### config.mk
export PLATFORM = sky130hd
export DESIGN_NAME = vx_muldiv_share_arb
export DESIGN_NICKNAME = d
export VERILOG_FILES = /design/src/rtl/vx_muldiv_share_arb_pkg.sv /design/src/rtl/vx_muldiv_share_arb_chk.sv /design/src/rtl/vx_muldiv_share_arb_rr_arbiter.sv /design/src/rtl/vx_muldiv_share_arb.sv
export SDC_FILE = /design/constraint.sdc
export NUM_CORES = 1
export LEC_CHECK = 0
export BUFFER_PORTS_ARGS = -buffer_cell sky130_fd_sc_hd__buf_2
export CAP_MARGIN = 20
export CORE_AREA = 2 2 638 640
export CTS_BUF_LIST = sky130_fd_sc_hd__clkbuf_16
export CTS_CLUSTER_DIAMETER = 60
export CTS_CLUSTER_SIZE = 14
export DETAILED_ROUTE_END_ITERATION = 12
export DIE_AREA = 0 0 640 642
export GPL_ROUTABILITY_DRIVEN = 0
export GPL_TIMING_DRIVEN = 0
export SLEW_MARGIN = 20
export SYNTH_ARGS = -nofsm -noshare
export SYNTH_HDL_FRONTEND = slang
export SYNTH_SLANG_ARGS = --single-unit
### constraint.sdc
create_clock -name clk -period 5.9 [get_ports clk]
set_clock_uncertainty 0.1 [all_clocks]
set_input_delay 1.18 -clock clk [delete_from_list [all_inputs] [get_ports clk]]
set_output_delay 1.18 -clock clk [all_outputs]
set_load 0.01 [all_outputs]
### src/rtl/vx_muldiv_share_arb_pkg.sv
// Shared definitions for the muldiv sharing arbiter: request-stage states,
// payload field placement and width helpers derived from the block parameters.
package vx_muldiv_share_arb_pkg;

    // Width of the uuid field at the top of the packed execute payload.
    localparam int UUID_WIDTH = 44;

    // One-entry request stage: it either holds a payload for the unit or not.
    typedef enum logic [0:0] {
        STAGE_EMPTY = 1'b0,
        STAGE_FULL  = 1'b1
    } stage_state_e;

    // Bits needed to name one of num_reqs slices (num_reqs is a power of 2).
    function automatic int req_sel_bits(input int num_reqs);
        return $clog2(num_reqs);
    endfunction

    // Bits needed to hold an in-flight count from 0 up to max_pending inclusive.
    function automatic int pending_cnt_bits(input int max_pending);
        return $clog2(max_pending + 1);
    endfunction

endpackage

### src/rtl/vx_muldiv_share_arb_chk.sv
// Simulation-only consistency checks on credit accounting and warp routing.
module vx_muldiv_share_arb_chk
    import vx_muldiv_share_arb_pkg::*;
#(
    parameter int NUM_REQS    = 4,
    parameter int MAX_PENDING = 4
) (
    input logic                                   clk,
    input logic                                   reset,
    input logic                                   grant,
    input logic [req_sel_bits(NUM_REQS)-1:0]      grant_index,
    input logic [req_sel_bits(NUM_REQS)-1:0]      grant_wid_lo,
    input logic                                   rsp_fire,
    input logic [req_sel_bits(NUM_REQS)-1:0]      rsp_sel,
    input logic [pending_cnt_bits(MAX_PENDING)-1:0] cnt_at_sel,
    input logic [pending_cnt_bits(MAX_PENDING)-1:0] cnt_at_grant
);

    localparam int CNT_W = pending_cnt_bits(MAX_PENDING);
    localparam logic [CNT_W-1:0] CNT_MAX = CNT_W'(MAX_PENDING);

    logic same_slice_s;
    assign same_slice_s = grant && rsp_fire && (grant_index == rsp_sel);

    // A commit must never arrive for a slice with nothing in flight.
    a_no_underflow: assert property (@(posedge clk) disable iff (reset)
        !(rsp_fire && !same_slice_s && (cnt_at_sel == {CNT_W{1'b0}})));

    // A grant must never push a slice past its credit limit.
    a_no_overflow: assert property (@(posedge clk) disable iff (reset)
        !(grant && !same_slice_s && (cnt_at_grant >= CNT_MAX)));

    // Slice i only issues warps whose low wid bits equal i.
    a_wid_owner: assert property (@(posedge clk) disable iff (reset)
        grant |-> (grant_wid_lo == grant_index));

endmodule

### src/rtl/vx_muldiv_share_arb_rr_arbiter.sv
// Combinational round-robin pick: the first requester at or after ptr,
// wrapping. The caller owns the pointer and advances it on grant.
module vx_muldiv_share_arb_rr_arbiter
    import vx_muldiv_share_arb_pkg::*;
#(
    parameter int NUM_REQS = 4
) (
    input  logic [NUM_REQS-1:0]                     requests,
    input  logic [req_sel_bits(NUM_REQS)-1:0]       ptr,
    output logic                                    grant_valid,
    output logic [req_sel_bits(NUM_REQS)-1:0]       grant_index,
    output logic [NUM_REQS-1:0]                     grant_onehot
);

    localparam int SEL_W = req_sel_bits(NUM_REQS);
    localparam logic [NUM_REQS-1:0] ONE_HOT_LSB = {{(NUM_REQS-1){1'b0}}, 1'b1};

    logic [SEL_W-1:0] idx_s;
    logic             take_s;

    // Scan from the pointer; index arithmetic wraps because NUM_REQS is a power of 2.
    always_comb begin
        grant_valid  = 1'b0;
        grant_index  = {SEL_W{1'b0}};
        idx_s        = {SEL_W{1'b0}};
        take_s       = 1'b0;
        for (int k = 0; k < NUM_REQS; k++) begin
            idx_s       = ptr + SEL_W'(k);
            take_s      = !grant_valid && requests[idx_s];
            grant_index = take_s ? idx_s : grant_index;
            grant_valid = grant_valid || take_s;
        end
        grant_onehot = grant_valid ? (ONE_HOT_LSB << grant_index) : {NUM_REQS{1'b0}};
    end

endmodule

### src/rtl/vx_muldiv_share_arb.sv
// Shares one muldiv execute unit among NUM_REQS issue slices: round-robin
// arbitration with per-slice credit limits into a one-entry request stage,
// and wid-based combinational routing of commits back to the owning slice.
module vx_muldiv_share_arb
    import vx_muldiv_share_arb_pkg::*;
#(
    parameter int NUM_REQS    = 4,
    parameter int REQ_DATAW   = 256,
    parameter int RSP_DATAW   = 160,
    parameter int NW_BITS     = 4,
    parameter int MAX_PENDING = 4
) (
    input  logic                                           clk,
    input  logic                                           reset,
    input  logic [NUM_REQS-1:0]                            req_valid,
    input  logic [NUM_REQS*REQ_DATAW-1:0]                  req_data,
    output logic [NUM_REQS-1:0]                            req_ready,
    output logic                                           unit_req_valid,
    output logic [REQ_DATAW-1:0]                           unit_req_data,
    input  logic                                           unit_req_ready,
    input  logic                                           unit_rsp_valid,
    input  logic [NW_BITS-1:0]                             unit_rsp_wid,
    input  logic [RSP_DATAW-1:0]                           unit_rsp_data,
    output logic                                           unit_rsp_ready,
    output logic [NUM_REQS-1:0]                            rsp_valid,
    output logic [RSP_DATAW-1:0]                           rsp_data,
    input  logic [NUM_REQS-1:0]                            rsp_ready,
    output logic [NUM_REQS*pending_cnt_bits(MAX_PENDING)-1:0] pending_cnt
);

    localparam int SEL_W   = req_sel_bits(NUM_REQS);
    localparam int CNT_W   = pending_cnt_bits(MAX_PENDING);
    localparam int WID_LSB = REQ_DATAW - UUID_WIDTH - NW_BITS;
    localparam logic [CNT_W-1:0] CNT_MAX = CNT_W'(MAX_PENDING);
    localparam logic [CNT_W-1:0] CNT_ONE = CNT_W'(1);

    stage_state_e         state_r;
    stage_state_e         state_nxt_s;
    logic [REQ_DATAW-1:0] stage_data_r;
    logic [SEL_W-1:0]     ptr_r;
    logic [CNT_W-1:0]     cnt_r [NUM_REQS];

    logic [REQ_DATAW-1:0] req_arr_s [NUM_REQS];
    logic [NUM_REQS-1:0]  elig_s;
    logic [NUM_REQS-1:0]  win_onehot_s;
    logic [NUM_REQS-1:0]  rsp_fire_vec_s;
    logic                 win_valid_s;
    logic [SEL_W-1:0]     win_idx_s;
    logic [REQ_DATAW-1:0] win_data_s;
    logic                 stage_load_s;
    logic                 grant_s;
    logic [SEL_W-1:0]     sel_s;
    logic                 rsp_fire_s;
    logic                 unused_wid_s;

    // Split the flat payload bus and mask slices that have used all their credits.
    always_comb begin
        elig_s = {NUM_REQS{1'b0}};
        for (int i = 0; i < NUM_REQS; i++) begin
            req_arr_s[i] = req_data[i*REQ_DATAW +: REQ_DATAW];
            elig_s[i]    = req_valid[i] && (cnt_r[i] < CNT_MAX);
        end
    end

    vx_muldiv_share_arb_rr_arbiter #(
        .NUM_REQS (NUM_REQS)
    ) u_rr_arbiter (
        .requests     (elig_s),
        .ptr          (ptr_r),
        .grant_valid  (win_valid_s),
        .grant_index  (win_idx_s),
        .grant_onehot (win_onehot_s)
    );

    // Accept only when the stage can take a new entry; nothing is accepted under
    // reset because the stage would drop it.
    always_comb begin
        win_data_s   = req_arr_s[win_idx_s];
        stage_load_s = (state_r == STAGE_EMPTY) || unit_req_ready;
        grant_s      = win_valid_s && stage_load_s && !reset;
        req_ready    = grant_s ? win_onehot_s : {NUM_REQS{1'b0}};
    end

    // Stage next-state: refill on grant, drain when the unit takes it.
    always_comb begin
        state_nxt_s = state_r;
        case (state_r)
            STAGE_EMPTY: state_nxt_s = grant_s ? STAGE_FULL : STAGE_EMPTY;
            STAGE_FULL:  state_nxt_s = grant_s ? STAGE_FULL :
                                       (unit_req_ready ? STAGE_EMPTY : STAGE_FULL);
            default:     state_nxt_s = STAGE_EMPTY;
        endcase
    end

    // Stage state, payload and round-robin pointer registers.
    always_ff @(posedge clk) begin
        if (reset) begin
            state_r      <= STAGE_EMPTY;
            stage_data_r <= {REQ_DATAW{1'b0}};
            ptr_r        <= {SEL_W{1'b0}};
        end else begin
            state_r <= state_nxt_s;
            if (grant_s) begin
                stage_data_r <= win_data_s;
                ptr_r        <= win_idx_s + CNT_ONE[SEL_W-1:0];
            end else begin
                stage_data_r <= stage_data_r;
                ptr_r        <= ptr_r;
            end
        end
    end

    assign unit_req_valid = (state_r == STAGE_FULL);
    assign unit_req_data  = stage_data_r;

    // Route the commit to the slice that owns the warp; zero added latency.
    always_comb begin
        sel_s          = unit_rsp_wid[SEL_W-1:0];
        rsp_valid      = {NUM_REQS{1'b0}};
        rsp_valid[sel_s] = unit_rsp_valid;
        unit_rsp_ready = rsp_ready[sel_s];
        rsp_data       = unit_rsp_data;
        rsp_fire_s     = unit_rsp_valid && unit_rsp_ready;
        rsp_fire_vec_s = rsp_valid & {NUM_REQS{unit_rsp_ready}};
    end

    // Upper wid bits only matter to the unit, not to routing.
    assign unused_wid_s = ^unit_rsp_wid;

    // Per-slice credit counters: +1 on grant, -1 on commit, unchanged if both.
    always_ff @(posedge clk) begin
        if (reset) begin
            for (int i = 0; i < NUM_REQS; i++) begin
                cnt_r[i] <= {CNT_W{1'b0}};
            end
        end else begin
            for (int i = 0; i < NUM_REQS; i++) begin
                case ({req_ready[i], rsp_fire_vec_s[i]})
                    2'b10:   cnt_r[i] <= cnt_r[i] + CNT_ONE;
                    2'b01:   cnt_r[i] <= cnt_r[i] - CNT_ONE;
                    default: cnt_r[i] <= cnt_r[i];
                endcase
            end
        end
    end

    // Flatten the counters for the debug/perf port.
    always_comb begin
        pending_cnt = {(NUM_REQS*CNT_W){1'b0}};
        for (int i = 0; i < NUM_REQS; i++) begin
            pending_cnt[i*CNT_W +: CNT_W] = cnt_r[i];
        end
    end

    vx_muldiv_share_arb_chk #(
        .NUM_REQS    (NUM_REQS),
        .MAX_PENDING (MAX_PENDING)
    ) u_chk (
        .clk          (clk),
        .reset        (reset),
        .grant        (grant_s),
        .grant_index  (win_idx_s),
        .grant_wid_lo (win_data_s[WID_LSB +: SEL_W]),
        .rsp_fire     (rsp_fire_s),
        .rsp_sel      (sel_s),
        .cnt_at_sel   (cnt_r[sel_s]),
        .cnt_at_grant (cnt_r[win_idx_s])
    );

endmodule
==> impl_results.md <==
* Cell at the slowest stage of the critical path: nor3_1
* Share of flip-flops with an asynchronous set or reset at 0%
* Cell area after synthesis at 17,000 sq um
* Sink count of the clock tree at 271
* Number of instances in the placed design at 8,644
* Number of inserted filler cells in the final layout at 47,253
* WL per Instance at 36.2 um
* Count of final max-slew check failures at 0
* Count of buffers added by post-CTS timing repair for setup at 0
* Total global routing overflow at 0
* Initial drt markers at 1,918
* Die extent in y at 642 um
* Post-layout min period at 4.90 ns
* Global routing met3 resource utilization at 8.51%
* Initial core utilization at 4.21%
* Hold Startpoint: unit_req_data[125]
* Area growth from synthesis to layout at 97.4%
* Vias at 23,431
* Maximum number of pins on one net before global-route repair at 16
* Overall power after layout at 10.2 mW
* Peak supply drop at 0.296 mV
* Critical Setup Path Class: in2out
* Unrepaired setup endpoints after global routing: no
* Setup Viol. Count Final at 0
* Post-synthesis register bit count at 271
* Part of the cycle the worst path needs at 83.0%
* Most common cell after layout, fill and taps aside: buf_2
* Worst EP required at 4.62 ns
* Hold WS at 0.357 ns
* Routed WL at 321,000 um
* Setup ws final at 1.00 ns
* Via count of the first global-routing pass at 20,948
* Initial antenna violation count at 360
* Met1 demand-to-capacity share in global routing at 15.8%
* Startpoint class of the critical path: input pin
* Power density normalized to cell area at 302 nW/um^2
* Longest Clk Path Bufs at 3
* GRT busiest layer: met2
* Count of buffer and inverter cells on the critical path at 5
* Leakage power summed over all cells at 15.7 nW
* TritonCTS clock tree: yes
* Beginning of the worst register-to-register path: cnt_r[1][2]
* Share of cells above drive strength 1 at 57.2%
* Slack of the worst reg-to-reg path at 1.93 ns
* Met2 layer usage reported by global route at 24.9%
* Remaining number of nets flagged by the antenna check after routing at 0
* Detailed Routing Iterations Pass 1 at 6
* Setup crit start: req_valid[1]
* Slew margin rel. at 21.6%
* Die ar. at 411,000 sq um
* Number of placed I/O pins at 1,638
* Number of nets in the finished design at 4,484
* Clock slew at reported path FFs at 0.06 ns
* Worst-margin pin slew at 1.14 ns
* Resized Gates After CTS at 0
* Number of input and output port buffers inserted at 1,475
* Critical path arrival at 3.62 ns
* Crit end category: primary output
* Run status: finished, final reports clean
* Count of distinct cell types in the synthesized netlist at 48
* Sequential fraction of the synthesis area at 32.6%
* Post-synth net total at 2,940
* Buffer cell driving the clock tree root: clkbuf_16
* First-pass GRT wire length at 363,000 um
* Number of enable flip-flop cells after synthesis at 12
* Highest Clock Rate at 204 MHz
* Maximum fanout count along the critical path at 10
* Delay-heaviest family, CP: simple AND/OR/NAND/NOR gates
* Global-route usage over all layers at 15.0%
* Number of H-tree branching levels at 2
* Count of unresolved DRC violations after routing at 0
* Core Rows at 234
* Reported max-cap violation count at 0
* Average cell area after synthesis at 9.86 sq um
* Clock Latency Late Sink at 0.71 ns
* Most repeated library cell on the critical path: buf_2
* Final HPWL DP at 298,000 um
* Clock buffers created by TritonCTS at 51
* Sum of negative setup slack at 0 ns
* Non-filler instance count after layout at 8,864
* Synth Instances at 1,727
* Classification of the worst-slack hold path: reg2reg
* Width of the die at 640 um
* Top flip-flop cell by instance count after synthesis: dfxtp_1
* Per-cell via count in the routed design at 2.64
* Cts hold-fix bufs at 0
* Commonest cells after routing, fill and taps aside: buf_2, mux2i_1, nand2_1, dfxtp_1, o221ai_1
* Worst setup slack after placement at 1.04 ns
* Count of synthesis-stage warnings from yosys at 0
* Count of endpoints failing hold in the final timing report at 0
* Largest stage delay, worst path at 0.65 ns
* Core Region at 404,000 sq um
* CP Cell Sequence: buf_2, nor2b_2, o211ai_2, a21o_1, buf_4, buf_12, buf_2, nor3_1, buf_2
synth_stat cells, drive strengths merged, types with 3 or more instances:
master | count | area, sq um
mux2i | 510 | 5100
nand2 | 266 | 1000
buf | 259 | 2100
dfxtp | 259 | 5180
o221ai | 256 | 2240
clkbuf | 46 | 195
inv | 19 | 71.3
nor2 | 17 | 63.8
nor3 | 17 | 90.1
edfxtp | 12 | 360
ha | 10 | 125
nor2b | 7 | 46.3
a21oi | 6 | 30.0
nand2b | 5 | 31.3
a211oi | 4 | 30.0
o21bai | 4 | 30.0
fa | 3 | 60.1
o21ai | 3 | 15.0
xor2 | 3 | 26.3
report_power, final:
| group | switching [mW] | total, mW | internal (mW) |
|---|---|---|---|
| logic | 3.15 | 4.52 | 1.37 |
| clock network | 1.52 | 3.25 | 1.72 |
| registers | 0.201 | 2.38 | 2.18 |
worst paths after layout:
path | end | cells after the start
setup / recovery | req_ready[3] | 9
hold / removal | unit_req_data[125] | 2
setup reg to reg | cnt_r[1][2] | 15
hold reg to reg | unit_req_data[125] | 2
cell type report:
cell class                      instances  area (sq um)  area share (%)
Antenna cell                          122           305           0.909
Buffer                                305          2300            6.84
Clock buffer                           51          1280            3.80
Clock inverter                         45           515            1.53
Inverter                               19          71.3           0.212
Multi-Input combinational cell       1132          9240            27.5
Sequential cell                       271          5550            16.5
Tap cell                             5428          6790            20.2
Timing Repair Buffer                 1491          7560            22.5
stage by stage:
stage	cell area [sq um]	util, %
after floorplan	17000	-
after global placement	31200	7.72
after detailed placement	31500	7.79
after CTS	33300	8.23
after global routing	33400	8.27
final	33600	8.31
cell families (layout without fill, tap and decap cells):
group	count (synthesis)	in the layout	synth area share [%]
xor+xnor	3	3	0.154
compound gates	284	284	14.4
simple gates	320	320	7.67
fa+ha+maj	13	13	1.09
buf+inv	324	1911	13.9
mux	512	512	30.2
other cells	0	122	0
flops	271	271	32.6
worst register-to-register path, stage by stage (launching register included):
cell and delay (ns):
edfxtp_1 0.45, nor2b_2 0.47, o211ai_2 0.17, a21o_1 0.20, buf_4 0.18, buf_12 0.20, buf_2 0.22, nor3_1 0.60
inv_1 0.10, ha_1 0.28, nand2b_1 0.11, fa_1 0.18, xor2_1 0.20, nor3_1 0.08, a21oi_1 0.12, nor2_1 0.05
metal layers:
| metal | part of all wire, % | vias to the layer above |
|---|---|---|
| met2 | 46 | 2138 |
| met1 | 36 | 10829 |
| met3 | 14 | 722 |
| met4 | 4.5 | 142 |
| li1 | - | 9600 |
| met5 | 0.37 | - |
sequential cells by signal, indices dropped and copies added, names as in the netlist:
signal	cells
unit_req_valid	1
unit_req_data	256
cnt_r	12
ptr_r	2
(Power assumes the default switching activity.)
